[config.mk]
export PLATFORM = sky130hd
export DESIGN_NAME = cnn_dma_arbiter_flat
export DESIGN_NICKNAME = d
export VERILOG_FILES = /design/src/rtl/cnn_dma_arbiter_pkg.sv /design/src/rtl/cnn_dma_arbiter_if.sv /design/src/rtl/cnn_dma_arbiter_rr_pick.sv /design/src/rtl/cnn_dma_arbiter.sv /design/src/flat_wrapper.sv
export SDC_FILE = /design/constraint.sdc
export NUM_CORES = 1
export LEC_CHECK = 0
export CORE_AREA = 4 4 121 123
export DETAILED_ROUTE_END_ITERATION = 16
export DIE_AREA = 0 0 125 127
export HOLD_SLACK_MARGIN = 0.05
export PLACE_DENSITY = 0.81
export SYNTH_ARGS = -nofsm -noshare
export SYNTH_HDL_FRONTEND = slang
export SYNTH_SLANG_ARGS = --single-unit
[constraint.sdc]
create_clock -name clk -period 3.35 [get_ports clk]
set_clock_uncertainty 0.2 [all_clocks]
set_input_delay 1.005 -clock clk [delete_from_list [all_inputs] [get_ports clk]]
set_output_delay 1.005 -clock clk [all_outputs]
set_load 0.01 [all_outputs]
[src/rtl/cnn_dma_arbiter_pkg.sv]
// Shared types for the CNN-side DMA arbiter: transfer modes, request payload
// and FSM states.
package cnn_dma_pkg;

  localparam int unsigned DMA_ADDR_W = 16;
  localparam int unsigned DMA_DATA_W = 16;

  typedef enum logic [1:0] {
    DMA_RD_WIN    = 2'd0,
    DMA_WR_WORD   = 2'd1,
    DMA_RD_FILTER = 2'd2,
    DMA_RD_BIAS   = 2'd3
  } dma_mode_e;

  typedef struct packed {
    logic [DMA_ADDR_W-1:0] addr;
    logic [DMA_ADDR_W-1:0] offset;
    dma_mode_e             mode;
    logic [DMA_ADDR_W-1:0] filter_number;
    logic [DMA_DATA_W-1:0] wdata;
  } dma_req_t;

  typedef enum logic [1:0] {
    ST_IDLE    = 2'd0,
    ST_BUSY    = 2'd1,
    ST_RELEASE = 2'd2
  } arb_state_e;

  // Index of the set bit in a one-hot vector of up to 8 requesters.
  function automatic int unsigned onehot_idx(input logic [7:0] v);
    onehot_idx = 0;
    for (int unsigned i = 0; i < 8; i++) begin
      if (v[i]) onehot_idx = i;
    end
  endfunction

endpackage

[src/rtl/cnn_dma_arbiter_if.sv]
// Requester-side and DMA-side handshake bundle of the arbiter.
// master = requesters/DMA model, slave = arbiter.
interface cnn_dma_arbiter_if #(
  parameter int unsigned N_REQ  = 3,
  parameter int unsigned ADDR_W = cnn_dma_pkg::DMA_ADDR_W,
  parameter int unsigned DATA_W = cnn_dma_pkg::DMA_DATA_W
);

  logic [N_REQ-1:0]             req_start;
  logic [N_REQ-1:0][ADDR_W-1:0] req_addr;
  logic [N_REQ-1:0][ADDR_W-1:0] req_offset;
  logic [N_REQ-1:0][1:0]        req_mode;
  logic [N_REQ-1:0][ADDR_W-1:0] req_filter_number;
  logic [N_REQ-1:0][DATA_W-1:0] req_wdata;
  logic [N_REQ-1:0]             req_finish;
  logic [N_REQ-1:0]             grant;

  logic              dma_start;
  logic              dma_finish;
  logic [ADDR_W-1:0] dma_start_address;
  logic [ADDR_W-1:0] dma_offset;
  logic [ADDR_W-1:0] dma_filter_number;
  logic [1:0]        dma_read_write_filter_bias;
  logic [DATA_W-1:0] dma_input_data;

  modport master (
    output req_start, req_addr, req_offset, req_mode, req_filter_number,
           req_wdata, dma_finish,
    input  req_finish, grant, dma_start, dma_start_address, dma_offset,
           dma_filter_number, dma_read_write_filter_bias, dma_input_data
  );

  modport slave (
    input  req_start, req_addr, req_offset, req_mode, req_filter_number,
           req_wdata, dma_finish,
    output req_finish, grant, dma_start, dma_start_address, dma_offset,
           dma_filter_number, dma_read_write_filter_bias, dma_input_data
  );

endinterface

[src/rtl/cnn_dma_arbiter_rr_pick.sv]
// Combinational round-robin picker: first set request after i_last, wrapping.
module rr_pick #(
  parameter int unsigned N      = 3,
  parameter int unsigned LAST_W = (N > 1) ? $clog2(N) : 1
) (
  input  logic [N-1:0]      i_req,
  input  logic [LAST_W-1:0] i_last,
  output logic [N-1:0]      o_gnt_c,
  output logic              o_valid_c
);

  int unsigned w_idx;

  always_comb begin
    o_gnt_c   = '0;
    o_valid_c = 1'b0;
    w_idx     = 0;
    for (int unsigned k = 1; k <= N; k++) begin
      w_idx = (32'(i_last) + k) % N;
      if (!o_valid_c && i_req[LAST_W'(w_idx)]) begin
        o_gnt_c[LAST_W'(w_idx)] = 1'b1;
        o_valid_c               = 1'b1;
      end
    end
  end

endmodule

[src/rtl/cnn_dma_arbiter.sv]
// Shares one DMA engine among N_REQ requesters with round-robin arbitration
// and a level start/finish handshake on both sides.
module cnn_dma_arbiter
  import cnn_dma_pkg::*;
#(
  parameter int unsigned N_REQ = 3
) (
  input logic              clk,
  input logic              reset,
  cnn_dma_arbiter_if.slave bus
);

  localparam int unsigned LAST_W = $clog2(N_REQ);

  arb_state_e         r_state;
  logic [LAST_W-1:0]  r_last;
  logic [LAST_W-1:0]  r_owner;
  logic [N_REQ-1:0]   r_grant;
  logic [N_REQ-1:0]   r_req_finish;
  logic               r_dma_start;
  dma_req_t           r_req;

  logic [N_REQ-1:0]   w_gnt;
  logic               w_valid;
  logic [LAST_W-1:0]  w_idx;

  rr_pick #(.N(N_REQ), .LAST_W(LAST_W)) u_pick (
    .i_req     (bus.req_start),
    .i_last    (r_last),
    .o_gnt_c   (w_gnt),
    .o_valid_c (w_valid)
  );

  assign w_idx = LAST_W'(onehot_idx(8'(w_gnt)));

  // Arbitration FSM; fields are latched once at grant so the DMA sees them stable.
  always_ff @(posedge clk or posedge reset) begin
    if (reset) begin
      r_state      <= ST_IDLE;
      r_last       <= LAST_W'(N_REQ - 1);
      r_owner      <= '0;
      r_grant      <= '0;
      r_req_finish <= '0;
      r_dma_start  <= 1'b0;
      r_req        <= '0;
    end else begin
      case (r_state)
        ST_IDLE: begin
          if (w_valid) begin
            r_grant             <= w_gnt;
            r_owner             <= w_idx;
            r_dma_start         <= 1'b1;
            r_req.addr          <= DMA_ADDR_W'(bus.req_addr[w_idx]);
            r_req.offset        <= DMA_ADDR_W'(bus.req_offset[w_idx]);
            r_req.mode          <= dma_mode_e'(bus.req_mode[w_idx]);
            r_req.filter_number <= DMA_ADDR_W'(bus.req_filter_number[w_idx]);
            r_req.wdata         <= DMA_DATA_W'(bus.req_wdata[w_idx]);
            r_state             <= ST_BUSY;
          end
        end
        ST_BUSY: begin
          if (bus.dma_finish) begin
            r_dma_start  <= 1'b0;
            r_req_finish <= r_grant;
            r_state      <= ST_RELEASE;
          end
        end
        ST_RELEASE: begin
          if (!bus.req_start[r_owner]) begin
            r_req_finish <= '0;
            r_grant      <= '0;
            r_last       <= r_owner;
            r_state      <= ST_IDLE;
          end
        end
        default: r_state <= ST_IDLE;
      endcase
    end
  end

  assign bus.grant                      = r_grant;
  assign bus.req_finish                 = r_req_finish;
  assign bus.dma_start                  = r_dma_start;
  assign bus.dma_start_address          = r_req.addr;
  assign bus.dma_offset                 = r_req.offset;
  assign bus.dma_filter_number          = r_req.filter_number;
  assign bus.dma_read_write_filter_bias = 2'(r_req.mode);
  assign bus.dma_input_data             = r_req.wdata;

endmodule
[src/flat_wrapper.sv]
// flat-port wrapper written by rule: the top's interface ports become plain ports
module cnn_dma_arbiter_flat import cnn_dma_pkg::*;
#(
  parameter int unsigned N_REQ = 3
)
  (clk, reset, bus_req_start, bus_req_addr, bus_req_offset, bus_req_mode, bus_req_filter_number, bus_req_wdata, bus_dma_finish, bus_req_finish, bus_grant, bus_dma_start, bus_dma_start_address, bus_dma_offset, bus_dma_filter_number, bus_dma_read_write_filter_bias, bus_dma_input_data);
  cnn_dma_arbiter_if #(.N_REQ(N_REQ)) bus_i ();
  input logic clk;
  input logic reset;
  input wire logic [$bits(bus_i.req_start)-1:0] bus_req_start;
  input wire logic [$bits(bus_i.req_addr)-1:0] bus_req_addr;
  input wire logic [$bits(bus_i.req_offset)-1:0] bus_req_offset;
  input wire logic [$bits(bus_i.req_mode)-1:0] bus_req_mode;
  input wire logic [$bits(bus_i.req_filter_number)-1:0] bus_req_filter_number;
  input wire logic [$bits(bus_i.req_wdata)-1:0] bus_req_wdata;
  input wire logic [$bits(bus_i.dma_finish)-1:0] bus_dma_finish;
  output wire logic [$bits(bus_i.req_finish)-1:0] bus_req_finish;
  output wire logic [$bits(bus_i.grant)-1:0] bus_grant;
  output wire logic [$bits(bus_i.dma_start)-1:0] bus_dma_start;
  output wire logic [$bits(bus_i.dma_start_address)-1:0] bus_dma_start_address;
  output wire logic [$bits(bus_i.dma_offset)-1:0] bus_dma_offset;
  output wire logic [$bits(bus_i.dma_filter_number)-1:0] bus_dma_filter_number;
  output wire logic [$bits(bus_i.dma_read_write_filter_bias)-1:0] bus_dma_read_write_filter_bias;
  output wire logic [$bits(bus_i.dma_input_data)-1:0] bus_dma_input_data;
  assign bus_i.req_start = bus_req_start;
  assign bus_i.req_addr = bus_req_addr;
  assign bus_i.req_offset = bus_req_offset;
  assign bus_i.req_mode = bus_req_mode;
  assign bus_i.req_filter_number = bus_req_filter_number;
  assign bus_i.req_wdata = bus_req_wdata;
  assign bus_i.dma_finish = bus_dma_finish;
  assign bus_req_finish = bus_i.req_finish;
  assign bus_grant = bus_i.grant;
  assign bus_dma_start = bus_i.dma_start;
  assign bus_dma_start_address = bus_i.dma_start_address;
  assign bus_dma_offset = bus_i.dma_offset;
  assign bus_dma_filter_number = bus_i.dma_filter_number;
  assign bus_dma_read_write_filter_bias = bus_i.dma_read_write_filter_bias;
  assign bus_dma_input_data = bus_i.dma_input_data;
  cnn_dma_arbiter #(.N_REQ(N_REQ)) u_core (.clk(clk), .reset(reset), .bus(bus_i));
endmodule
==> results of run 1 <==
-- state kept, by name, indices dropped and copies added (netlist names) --
signal                                 flops
u_core.bus.req_finish                      3
u_core.bus.dma_input_data                 16
u_core.bus.dma_start_address              16
u_core.bus.dma_offset                     16
u_core.bus.dma_start                       1
u_core.r_owner                             2
u_core.bus.dma_filter_number              16
u_core.r_state                             2
u_core.r_last                              2
u_core.bus.grant                           3
u_core.bus.dma_read_write_filter_bias      2
-- metal layers --
metal	wire length, um	vias up
met2	10100	293
li1	-	2852
met3	1740	56
met4	796	0
met5	0	-
met1	8380	2999
-- cell families after synthesis --
kind of cell / after synthesis
AOI/OAI and AO/OA: 228
adders and majority gates: 4
buffers and inverters: 79
DFF: 79
muxes: 75
and+or+nand+nor: 165
-- area by class of cell --
cell class	instances	area share (%)
Clock buffer	10	2.58
Clock inverter	6	1.50
Inverter	4	0.183
Multi-Input combinational cell	472	34.9
Sequential cell	79	22.3
Tap cell	180	2.54
Timing Repair Buffer	305	36.0
-- power groups by stage --
| stage | clock network [mW] | logic [mW] | registers [mW] |
|---|---|---|---|
| after floorplan | 0 | 3.81 | 1.97 |
| after global placement | 0 | 6.43 | 1.80 |
| after detailed placement | 0 | 6.53 | 1.81 |
| after CTS | 1.24 | 6.55 | 1.80 |
| after global routing | 1.27 | 7.06 | 1.86 |
| final | 1.21 | 6.52 | 1.81 |
-- per-stage QoR --
step | hold WS, ns | power, mW | area, um^2 | setup slack, ns
after floorplan | 0.317 | 5.78 | 5440 | 0.123
after global placement | 0.267 | 8.23 | 8510 | 0.116
after detailed placement | 0.277 | 8.35 | 8510 | 0.0432
after CTS | 0.290 | 9.59 | 8870 | 0.411
after global routing | 0.299 | 10.2 | 8870 | 0.276
final | 0.287 | 9.54 | 8870 | 0.378
-- worst reg2reg max path, delay by kind of cell (launching register included) --
family / cells / cell delay, ns
simple gates: 1 / 0.15
buf+inv: 2 / 0.40
compound gates: 3 / 0.60
flops: 1 / 0.39
fa+ha+maj: 1 / 0.59
mux: 1 / 0.20
-- synth_stat cells (2+ instances only) --
| cell | count | area (um^2) |
|---|---|---|
| buf_2 | 19 | 95.1 |
| clkbuf_1 | 37 | 139 |
| o21a_1 | 2 | 15.0 |
| buf_4 | 13 | 97.6 |
| a221oi_1 | 2 | 17.5 |
| nand4b_1 | 2 | 17.5 |
| nor2b_1 | 3 | 18.8 |
| o211ai_1 | 66 | 495 |
| o22ai_1 | 3 | 18.8 |
| dfrtp_1 | 78 | 1950 |
| or2_2 | 2 | 12.5 |
| ha_1 | 4 | 50.1 |
| nand2b_1 | 5 | 31.3 |
| inv_1 | 4 | 15.0 |
| a21oi_1 | 6 | 30.0 |
| nor2_1 | 69 | 259 |
| nand2_1 | 8 | 30.0 |
| a22o_1 | 2 | 17.5 |
| a31oi_1 | 66 | 413 |
| buf_6 | 6 | 67.6 |
| nand3_1 | 66 | 330 |
| nand3b_1 | 3 | 22.5 |
| mux2_2 | 5 | 56.3 |
| o21ai_1 | 8 | 40.0 |
| o21ai_0 | 64 | 320 |
| mux2i_1 | 69 | 691 |
-- how the worst min path moves through the flow --
stage	end	slack [ns]
2_1_floorplan	u_core.r_owner[1]	0.32
3_3_place_gp	u_core.bus.dma_start	0.27
3_5_place_dp	u_core.bus.dma_start	0.28
4_1_cts	u_core.bus.dma_start	0.29
5_1_grt	u_core.bus.dma_start	0.30
6_report	u_core.bus.dma_start	0.29
==> results.json, run 1 <==
{
  "regArea_mm2": 0.00198,
  "drt-pass1-iter-count": 6,
  "core_area_mm2": 0.0137,
  "grt-busiest-layer": "met2",
  "wl_per_cell_um": 19.9,
  "internal-power_mw": 5.35,
  "async_reset_ff_share_pct": 100,
  "vias": 6200,
  "finalSetupViolations": 0,
  "htreeDepth": 3,
  "ant_nets": 0,
  "clkTransAtPathRegs_ns": 0.06,
  "cts.path.max_buffers": 2,
  "synthSimpleGateAreaFrac_pct": 14.3,
  "final_common_cell": "clkdlybuf4s50_1",
  "die_x_um": 125,
  "hp-start": "u_core.bus.dma_start",
  "start_util_pct": 39.8,
  "drt-initial-drc-count": 436,
  "antenna_found_initial": 0,
  "worst_hold_path.num_cells": 1,
  "power.density_mw_per_mm2": 1080,
  "slowest_delay_ns": 0.69,
  "ys_seq_elements": 79,
  "synth_seq_area_share_pct": 36.3,
  "die_area_mm2": 0.0159,
  "use_met2_pct": 42.7,
  "reg2reg_slack_ns": 0.71,
  "rsz0062_at_grt": "false",
  "worstSetupStartpoint": "bus_req_start[1]",
  "critPathMaxFanout": 28,
  "required_ns": 3.36,
  "syn_inst": 630,
  "rr_startpoint": "u_core.r_last[0]",
  "synth_compound_area_share_pct": 26.9,
  "start_kind": "input pin",
  "p_sw_mw": 4.20,
  "cp_top_family": "buffers and inverters",
  "r2r_end": "u_core.bus.dma_offset[7]",
  "cp_cell_sequence": "clkdlybuf4s50_1, nand2b_1, buf_4, a31oi_4, buf_4, o211ai_1, mux2i_1, a31oi_1",
  "fillerInstances": 1150,
  "grt_pass1_vias": 6384,
  "max_slew.worst_pin.slew_ns": 0.485,
  "cpMostUsedCell": "buf_4",
  "gr-total-overflow": 0,
  "pwr-share-seq_pct": 18.9,
  "status": "finished clean",
  "p_clk_share_pct": 12.7,
  "fin_crit_sh_pct": 88.7,
  "hold_viol": 0,
  "die_y_um": 127,
  "tritoncts": "yes",
  "dp_hpwl_mm": 14.1,
  "post-route-util_pct": 64.9,
  "cts_setup_buffers": 0,
  "fin_cells": 1056,
  "maxSlewViolCount": 0,
  "finalSetupTns_ns": 0,
  "grt_max_degree": 80,
  "grt_use_total_pct": 25.4,
  "grt_pass1_wl_mm": 32.9,
  "crit_end": "u_core.bus.dma_filter_number[15]",
  "synth_top_family_by_area": "compound AO/OA/AOI/OAI gates",
  "leakage_nw": 3.39,
  "relSlewSlack_pct": 67.7,
  "n_antenna_cell": 0,
  "min_period_ns": 2.97,
  "port-buffer-count": 276,
  "finish.net_count": 1079,
  "final_cell_mix": "clkdlybuf4s50_1, dfrtp_1, mux2i_1, nor2_1",
  "hp-class": "flop to flop",
  "critPathSlowestCell": "clkdlybuf4s50_1",
  "fmax_mhz": 337,
  "postCtsHoldBufs": 0,
  "synthMuxAreaShare_pct": 13.9,
  "totalWireLength_mm": 21.0,
  "ios": 277,
  "path_class": "input pin to flop",
  "clk_latency_ns": 0.33,
  "vdd_drop_max_mv": 0.660,
  "reg2reg_depth": 8,
  "numCtsBuffers": 9,
  "yosys.area_share.adder_pct": 0.919,
  "synth_cell_types": 44,
  "met1_usage_pct": 30.1,
  "numPlacedInstances": 1040,
  "root_buffer": "clkbuf_16",
  "max-cap-violations": 0,
  "synth_xor_area_share_pct": 0,
  "layout-drive-gt1-share_pct": 7.53,
  "syn2layout_area_growth_pct": 62.9,
  "switching_share_pct": 44.0,
  "post_cts_resized": 0,
  "ys_warn_count": 0,
  "ys.flop_type": "dfrtp_1",
  "p_comb_share_pct": 68.3,
  "syn_avg_cell_area_um2": 8.64,
  "syn_area_mm2": 0.00544,
  "met3_usage_pct": 7.27,
  "path_depth": 8,
  "synth_nets": 838,
  "crit_arrival_ns": 2.98,
  "end_kind": "flop",
  "multi_input_area_mm2": 0.00310,
  "worstPathBufferInverterCount": 3,
  "rows": 43,
  "gp_congestion": 0.878,
  "vias_per_cell": 5.87,
  "drc_errors": 0,
  "cts_sinks": 79,
  "synth_edf_count": 0
}
No activity file was read; power rests on OpenSTA's default activity.
==> run 2: changes to the inputs <==
--- a/config.mk
+++ b/config.mk
@@ -5,11 +5,13 @@
 export SDC_FILE = /design/constraint.sdc
 export NUM_CORES = 1
 export LEC_CHECK = 0
-export CORE_AREA = 4 4 121 123
+export ABC_AREA = 1
+export CORE_AREA = 4 4 120 122
 export DETAILED_ROUTE_END_ITERATION = 16
-export DIE_AREA = 0 0 125 127
+export DIE_AREA = 0 0 124 126
 export HOLD_SLACK_MARGIN = 0.05
 export PLACE_DENSITY = 0.81
+export RECOVER_POWER = 50
 export SYNTH_ARGS = -nofsm -noshare
 export SYNTH_HDL_FRONTEND = slang
 export SYNTH_SLANG_ARGS = --single-unit
==> results.json, run 2 <==
{
  "status": "finished clean",
  "cts_setup_buffers": 0,
  "wl_per_cell_um": 14.6,
  "grt_max_degree": 80,
  "use_met2_pct": 43.3,
  "ys_warn_count": 0,
  "synth_most_common_cell": "nand2_1",
  "totalWireLength_mm": 19.3,
  "vdd_drop_max_mv": 0.759,
  "clk_latency_ns": 0.34,
  "internal-power_mw": 4.88,
  "die_x_um": 124,
  "dp_hpwl_mm": 13.5,
  "postCtsHoldBufs": 0,
  "synth_cell_types": 23,
  "regArea_mm2": 0.00198,
  "gp_congestion": 0.848,
  "r2r_end": "u_core.bus.dma_read_write_filter_bias[1]",
  "ios": 277,
  "switching_share_pct": 50.0,
  "multi_input_area_mm2": 0.00257,
  "relSlewSlack_pct": 23.2,
  "tritoncts": "yes",
  "placed_area_mm2": 0.00833,
  "async_reset_ff_share_pct": 100,
  "core_area_mm2": 0.0132,
  "syn_avg_cell_area_um2": 6.04,
  "worstSetupStartpoint": "bus_req_start[2]",
  "synth_common_cells": "nand2_1, inv_1, nand3_1",
  "p_sw_mw": 4.87,
  "grt_pass1_wl_mm": 30.2,
  "port-buffer-count": 276,
  "finalSetupTns_ns": 0,
  "numCtsBuffers": 9,
  "drt-initial-drc-count": 309,
  "layout-drive-gt1-share_pct": 3.84,
  "drt-pass1-iter-count": 5,
  "ys_seq_elements": 79,
  "synth_nets": 1098,
  "max_slew.worst_pin.slew_ns": 1.15,
  "finish.net_count": 1349,
  "final_cell_mix": "nand2_1, clkdlybuf4s50_1, inv_1",
  "max-cap-violations": 0,
  "start_kind": "input pin",
  "grt-busiest-layer": "met2",
  "post_cts_resized": 0,
  "reg2reg_slack_ns": 0.81,
  "synth_seq_area_share_pct": 36.8,
  "die_y_um": 126,
  "final_common_cell": "nand2_1",
  "htreeDepth": 3,
  "antenna_found_initial": 0,
  "crit_end": "u_core.bus.dma_read_write_filter_bias[1]",
  "start_util_pct": 40.7,
  "critPathMaxFanout": 40,
  "ant_nets": 0,
  "leakage_nw": 4.57,
  "hp-start": "u_core.bus.dma_start",
  "die_area_mm2": 0.0156,
  "hold_viol": 0,
  "maxSlewViolCount": 0,
  "cts.path.max_buffers": 2,
  "cts_sinks": 79,
  "vias": 6251,
  "synth_edf_count": 0,
  "finalSetupViolations": 0,
  "crit_arrival_ns": 2.92,
  "n_antenna_cell": 0,
  "syn2layout_area_growth_pct": 60.7,
  "hold_ws_ns": 0.274,
  "ys.flop_type": "dfrtp_1",
  "syn_inst": 890,
  "p_comb_share_pct": 71.1,
  "grt_pass1_vias": 6273,
  "hp-class": "flop to flop",
  "pwr-share-seq_pct": 18.0,
  "fillerInstances": 1158,
  "synth_top_area_cell": "dfrtp_1",
  "drc_errors": 0,
  "rsz0062_at_grt": "false",
  "p_clk_share_pct": 10.8,
  "rr_startpoint": "u_core.r_last[0]",
  "min_period_ns": 2.89,
  "clkTransAtPathRegs_ns": 0.06,
  "syn_area_mm2": 0.00537,
  "end_kind": "flop",
  "fin_crit_sh_pct": 86.3,
  "required_ns": 3.38,
  "root_buffer": "clkbuf_16",
  "final_area_mm2": 0.00863,
  "gr-total-overflow": 0,
  "reg2reg_depth": 13,
  "path_class": "input pin to flop",
  "synth_top_area_share_pct": 36.3,
  "met1_usage_pct": 27.4,
  "rows": 42,
  "vias_per_cell": 4.73,
  "grt_use_total_pct": 24.5,
  "power.density_mw_per_mm2": 1130,
  "fmax_mhz": 346,
  "met3_usage_pct": 6.64,
  "ys_top_cells_by_area": "dfrtp_1, nand2_1, inv_1, nand3_1, a21oi_1"
}
## run 2: cell count changes after synthesis, sizes merged, moves of 27 or more
cell and delta:
nand2 +356, inv +146, mux2i -69, a31oi -67
o211ai -66, o21ai -65, a21oi +61, clkbuf -27
## run 2: cell families after synthesis
family	Yosys count	synth area share, %
compound gates	78	7.47
fa+ha+maj	4	0.931
flops	79	36.8
buf+inv	201	15.6
simple gates	528	39.2
## run 2: through the flow
stage | worst slack [ns] | instances | power (mW) | util, %
2_1_floorplan | 0.123 | 890 | 6.31 | -
3_3_place_gp | 0.254 | 1306 | 8.68 | 63.2
3_5_place_dp | 0.191 | 1306 | 8.79 | 63.2
4_1_cts | 0.555 | 1322 | 9.91 | 65.6
5_1_grt | 0.266 | 1322 | 10.8 | 65.5
6_report | 0.459 | 1322 | 9.75 | 65.5
## run 2: metal layers
layer | wire length, um | part of all wire (%) | up-vias
met3 | 1980 | 10 | 39
li1 | - | - | 3169
met4 | 535 | 2.8 | 0
met5 | 0 | 0 | -
met1 | 7340 | 38 | 2755
met2 | 9480 | 49 | 288
## run 2: cell type report
cell class,count,area share (%)
repair buffers,291,34.6
multi-input cells,610,29.8
flip-flops and latches,79,22.9
inverters,150,6.54
clock inverters,6,0.985
well taps,176,2.55
clock buffers,10,2.65
## run 2: worst min path at each step
| stage | slack [ns] | to | cells past startpoint |
|---|---|---|---|
| after CTS | 0.29 | u_core.bus.dma_start | 2 |
| after global placement | 0.27 | u_core.bus.dma_start | 2 |
| after floorplan | 0.28 | u_core.r_owner[0] | 2 |
| final | 0.27 | u_core.bus.dma_start | 2 |
| after global routing | 0.32 | u_core.bus.dma_start | 2 |
| after detailed placement | 0.27 | u_core.bus.dma_start | 2 |
## run 2: critical path, stage by stage
cell	delay (ns)
dlygate4sd3_1	0.57
inv_1	0.09
o21ai_1	0.19
nand2_2	0.14
nand2_1	0.11
nand2_1	0.06
nand2_2	0.09
nand2_1	0.08
nand3_2	0.13
buf_12	0.24
nand2_1	0.08
nand2_1	0.08
nand2_1	0.05
## run 2: power groups by stage
stage               clock network [mW]  logic (mW)  registers (mW)
floorplan                            0        4.37            1.94
detailed placement                   0        7.02            1.77
global route                      1.12        7.82            1.81
global placement                     0        6.92            1.76
CTS                               1.08        7.06            1.77
finish                            1.06        6.94            1.76
==> run 3: changes to the inputs <==
--- a/config.mk
+++ b/config.mk
@@ -6,11 +6,11 @@
 export NUM_CORES = 1
 export LEC_CHECK = 0
 export ABC_AREA = 1
-export CORE_AREA = 4 4 120 122
+export CORE_AREA = 4 4 126 128
 export DETAILED_ROUTE_END_ITERATION = 16
-export DIE_AREA = 0 0 124 126
+export DIE_AREA = 0 0 130 132
 export HOLD_SLACK_MARGIN = 0.05
-export PLACE_DENSITY = 0.81
+export PLACE_DENSITY = 0.77
 export RECOVER_POWER = 50
 export SYNTH_ARGS = -nofsm -noshare
 export SYNTH_HDL_FRONTEND = slang
==> constraint.sdc (replaced) <==
create_clock -name clk -period 2.4 [get_ports clk]
set_clock_uncertainty 0.2 [all_clocks]
set_input_delay 0.72 -clock clk [delete_from_list [all_inputs] [get_ports clk]]
set_output_delay 0.72 -clock clk [all_outputs]
set_load 0.01 [all_outputs]
==> results.json, run 3 (synthesized netlist as in run 2, its figures left out) <==
{
  "status": "finished, violations left",
  "failed_checks": "negative setup slack",
  "finish.net_count": 1391,
  "drt-initial-drc-count": 416,
  "end_kind": "flop",
  "root_buffer": "clkbuf_16",
  "cp_cell_sequence": "ha_4, nand2_2, nand2_4, a21oi_4, nand4_1, nand2_2, nand3_4, clkbuf_16, clkbuf_16, nand2_1, nand2_1, nand2_1",
  "relSlewSlack_pct": 23.8,
  "cpMostUsedCell": "nand2_1",
  "die_area_mm2": 0.0172,
  "finalSetupViolations": 61,
  "syn2layout_area_growth_pct": 77.0,
  "gr-total-overflow": 0,
  "max-cap-violations": 0,
  "slowest_delay_ns": 0.57,
  "fin_crit_sh_pct": 103,
  "rows": 45,
  "drc_errors": 0,
  "power.density_mw_per_mm2": 1810,
  "setup_slack_ns": -0.0600,
  "die_y_um": 132,
  "cp_top_family": "simple AND/OR/NAND/NOR gates",
  "fillerInstances": 1328,
  "hold_viol": 0,
  "grt_max_degree": 80,
  "wl_met2_mm": 10.5,
  "postCtsHoldBufs": 0,
  "vias": 6552,
  "worstPathBufferInverterCount": 2,
  "hold_ws_ns": 0.283,
  "vdd_drop_max_mv": 1.19,
  "wirelength_met1_mm": 8.26,
  "htreeDepth": 3,
  "reg2reg_depth": 12,
  "port-buffer-count": 276,
  "totalWireLength_mm": 21.3,
  "reg2reg_slack_ns": -0.06,
  "clkTransAtPathRegs_ns": 0.07,
  "hp-class": "flop to flop",
  "numCtsBuffers": 9,
  "start_util_pct": 36.2,
  "path_class": "flop to flop",
  "cts_sinks": 79,
  "wl_met3_mm": 1.89,
  "fmax_mhz": 407,
  "critPathMaxFanout": 9,
  "vias_per_cell": 4.76,
  "crit_arrival_ns": 2.54,
  "cts.path.max_buffers": 2,
  "n_antenna_cell": 0,
  "wl_per_cell_um": 15.5,
  "die_x_um": 130,
  "grt_pass1_vias": 6313,
  "drt-pass1-iter-count": 5,
  "ios": 277,
  "grt_use_total_pct": 23.2,
  "leakage_nw": 4.93,
  "core_area_mm2": 0.0149,
  "highest_layer": "met4",
  "path_depth": 12,
  "maxSlewViolCount": 0,
  "antenna_found_initial": 0,
  "ant_nets": 0,
  "rsz0062_at_grt": "true",
  "required_ns": 2.48,
  "critPathSlowestCell": "dfstp_2",
  "pre_cts_slack_ns": -0.439,
  "grt_pass1_wl_mm": 31.6,
  "clk_latency_ns": 0.34,
  "layout-drive-gt1-share_pct": 10.0,
  "final_cell_mix": "nand2_1, clkdlybuf4s50_1, inv_1",
  "start_kind": "flop",
  "tritoncts": "yes",
  "final_common_cell": "nand2_1",
  "worst_hold_path.num_cells": 2,
  "dp_hpwl_mm": 14.5,
  "max_slew.worst_pin.slew_ns": 1.14,
  "min_period_ns": 2.46,
  "gp_congestion": 0.958
}
## run 3: cell types whose count changed in the layout (fill, tap and decap cells not counted), sizes merged
cell	before	now
clkinvlp	3	2
dlygate4sd2	0	2
buf	14	47
dlymetal6s2s	0	1
bufinv	2	3
bufbuf	0	1
clkbuf	11	19
dlygate4sd3	36	1
clkdlybuf4s50	240	272
## run 3: what timing repair did
action | 4_1_cts | 5_1_grt
gates resized for setup | 17 | 37
cloned | 4 | 8
buffers inserted | 4 | 6
endpoints found under the setup margin | 66 | 68
pin swaps | 5 | 10
## run 3: worst paths after layout
kind,from,endpoint
hold reg to reg,u_core.bus.dma_start,u_core.bus.dma_start
setup / recovery,u_core.r_last[1],u_core.bus.dma_offset[10]
max in group asynchronous,reset,u_core.bus.dma_start_address[6]
hold / removal,u_core.bus.dma_start,u_core.bus.dma_start
setup reg to reg,u_core.r_last[1],u_core.bus.dma_offset[10]
min in group asynchronous,reset,u_core.r_state[0]
## run 3: metal layers
layer,vias to the layer above,GRT usage [%]
li1,3258,-
met2,264,40.8
met5,-,0
met1,2991,26.5
met4,0,9.18
met3,39,5.88
## run 3: cell type report
| cell class | count | area [um^2] | share of cell area, % |
|---|---|---|---|
| clock buffers | 10 | 239 | 2.51 |
| inverters | 150 | 567 | 5.96 |
| well taps | 188 | 235 | 2.47 |
| flip-flops and latches | 79 | 1980 | 20.8 |
| multi-input cells | 610 | 2730 | 28.7 |
| clock inverters | 6 | 108 | 1.13 |
| repair buffers | 333 | 3650 | 38.4 |
## run 3: where the power goes
part           leakage [nW]  internal, mW  switching, mW
Clock                 0.168          1.04          0.575
Combinational          3.79          6.20           6.96
Sequential            0.974          2.08          0.359
Total                  4.93          9.33           7.90
## run 3: stage by stage
| stage | area, um^2 | setup TNS, ns | cells | util (%) | total power [mW] |
|---|---|---|---|---|---|
| floorplan | 5380 | 0 | 890 | - | 8.81 |
| global placement | 8610 | -24.33 | 1338 | 57.9 | 12.8 |
| detailed placement | 8610 | -27.56 | 1338 | 57.9 | 13.0 |
| CTS | 9170 | -0.00441 | 1362 | 61.7 | 15.6 |
| global route | 9510 | -14.23 | 1376 | 64.0 | 18.6 |
| finish | 9510 | -1.76 | 1376 | 64.0 | 17.2 |
## run 3: worst reg2reg max path, stage by stage, from the launching register on
cell and delay [ns]:
dfstp_2 0.57, ha_4 0.24, nand2_2 0.10, nand2_4 0.07, a21oi_4 0.18, nand4_1 0.24, nand2_2 0.18, nand3_4 0.11
clkbuf_16 0.18, clkbuf_16 0.16, nand2_1 0.06, nand2_1 0.05, nand2_1 0.05
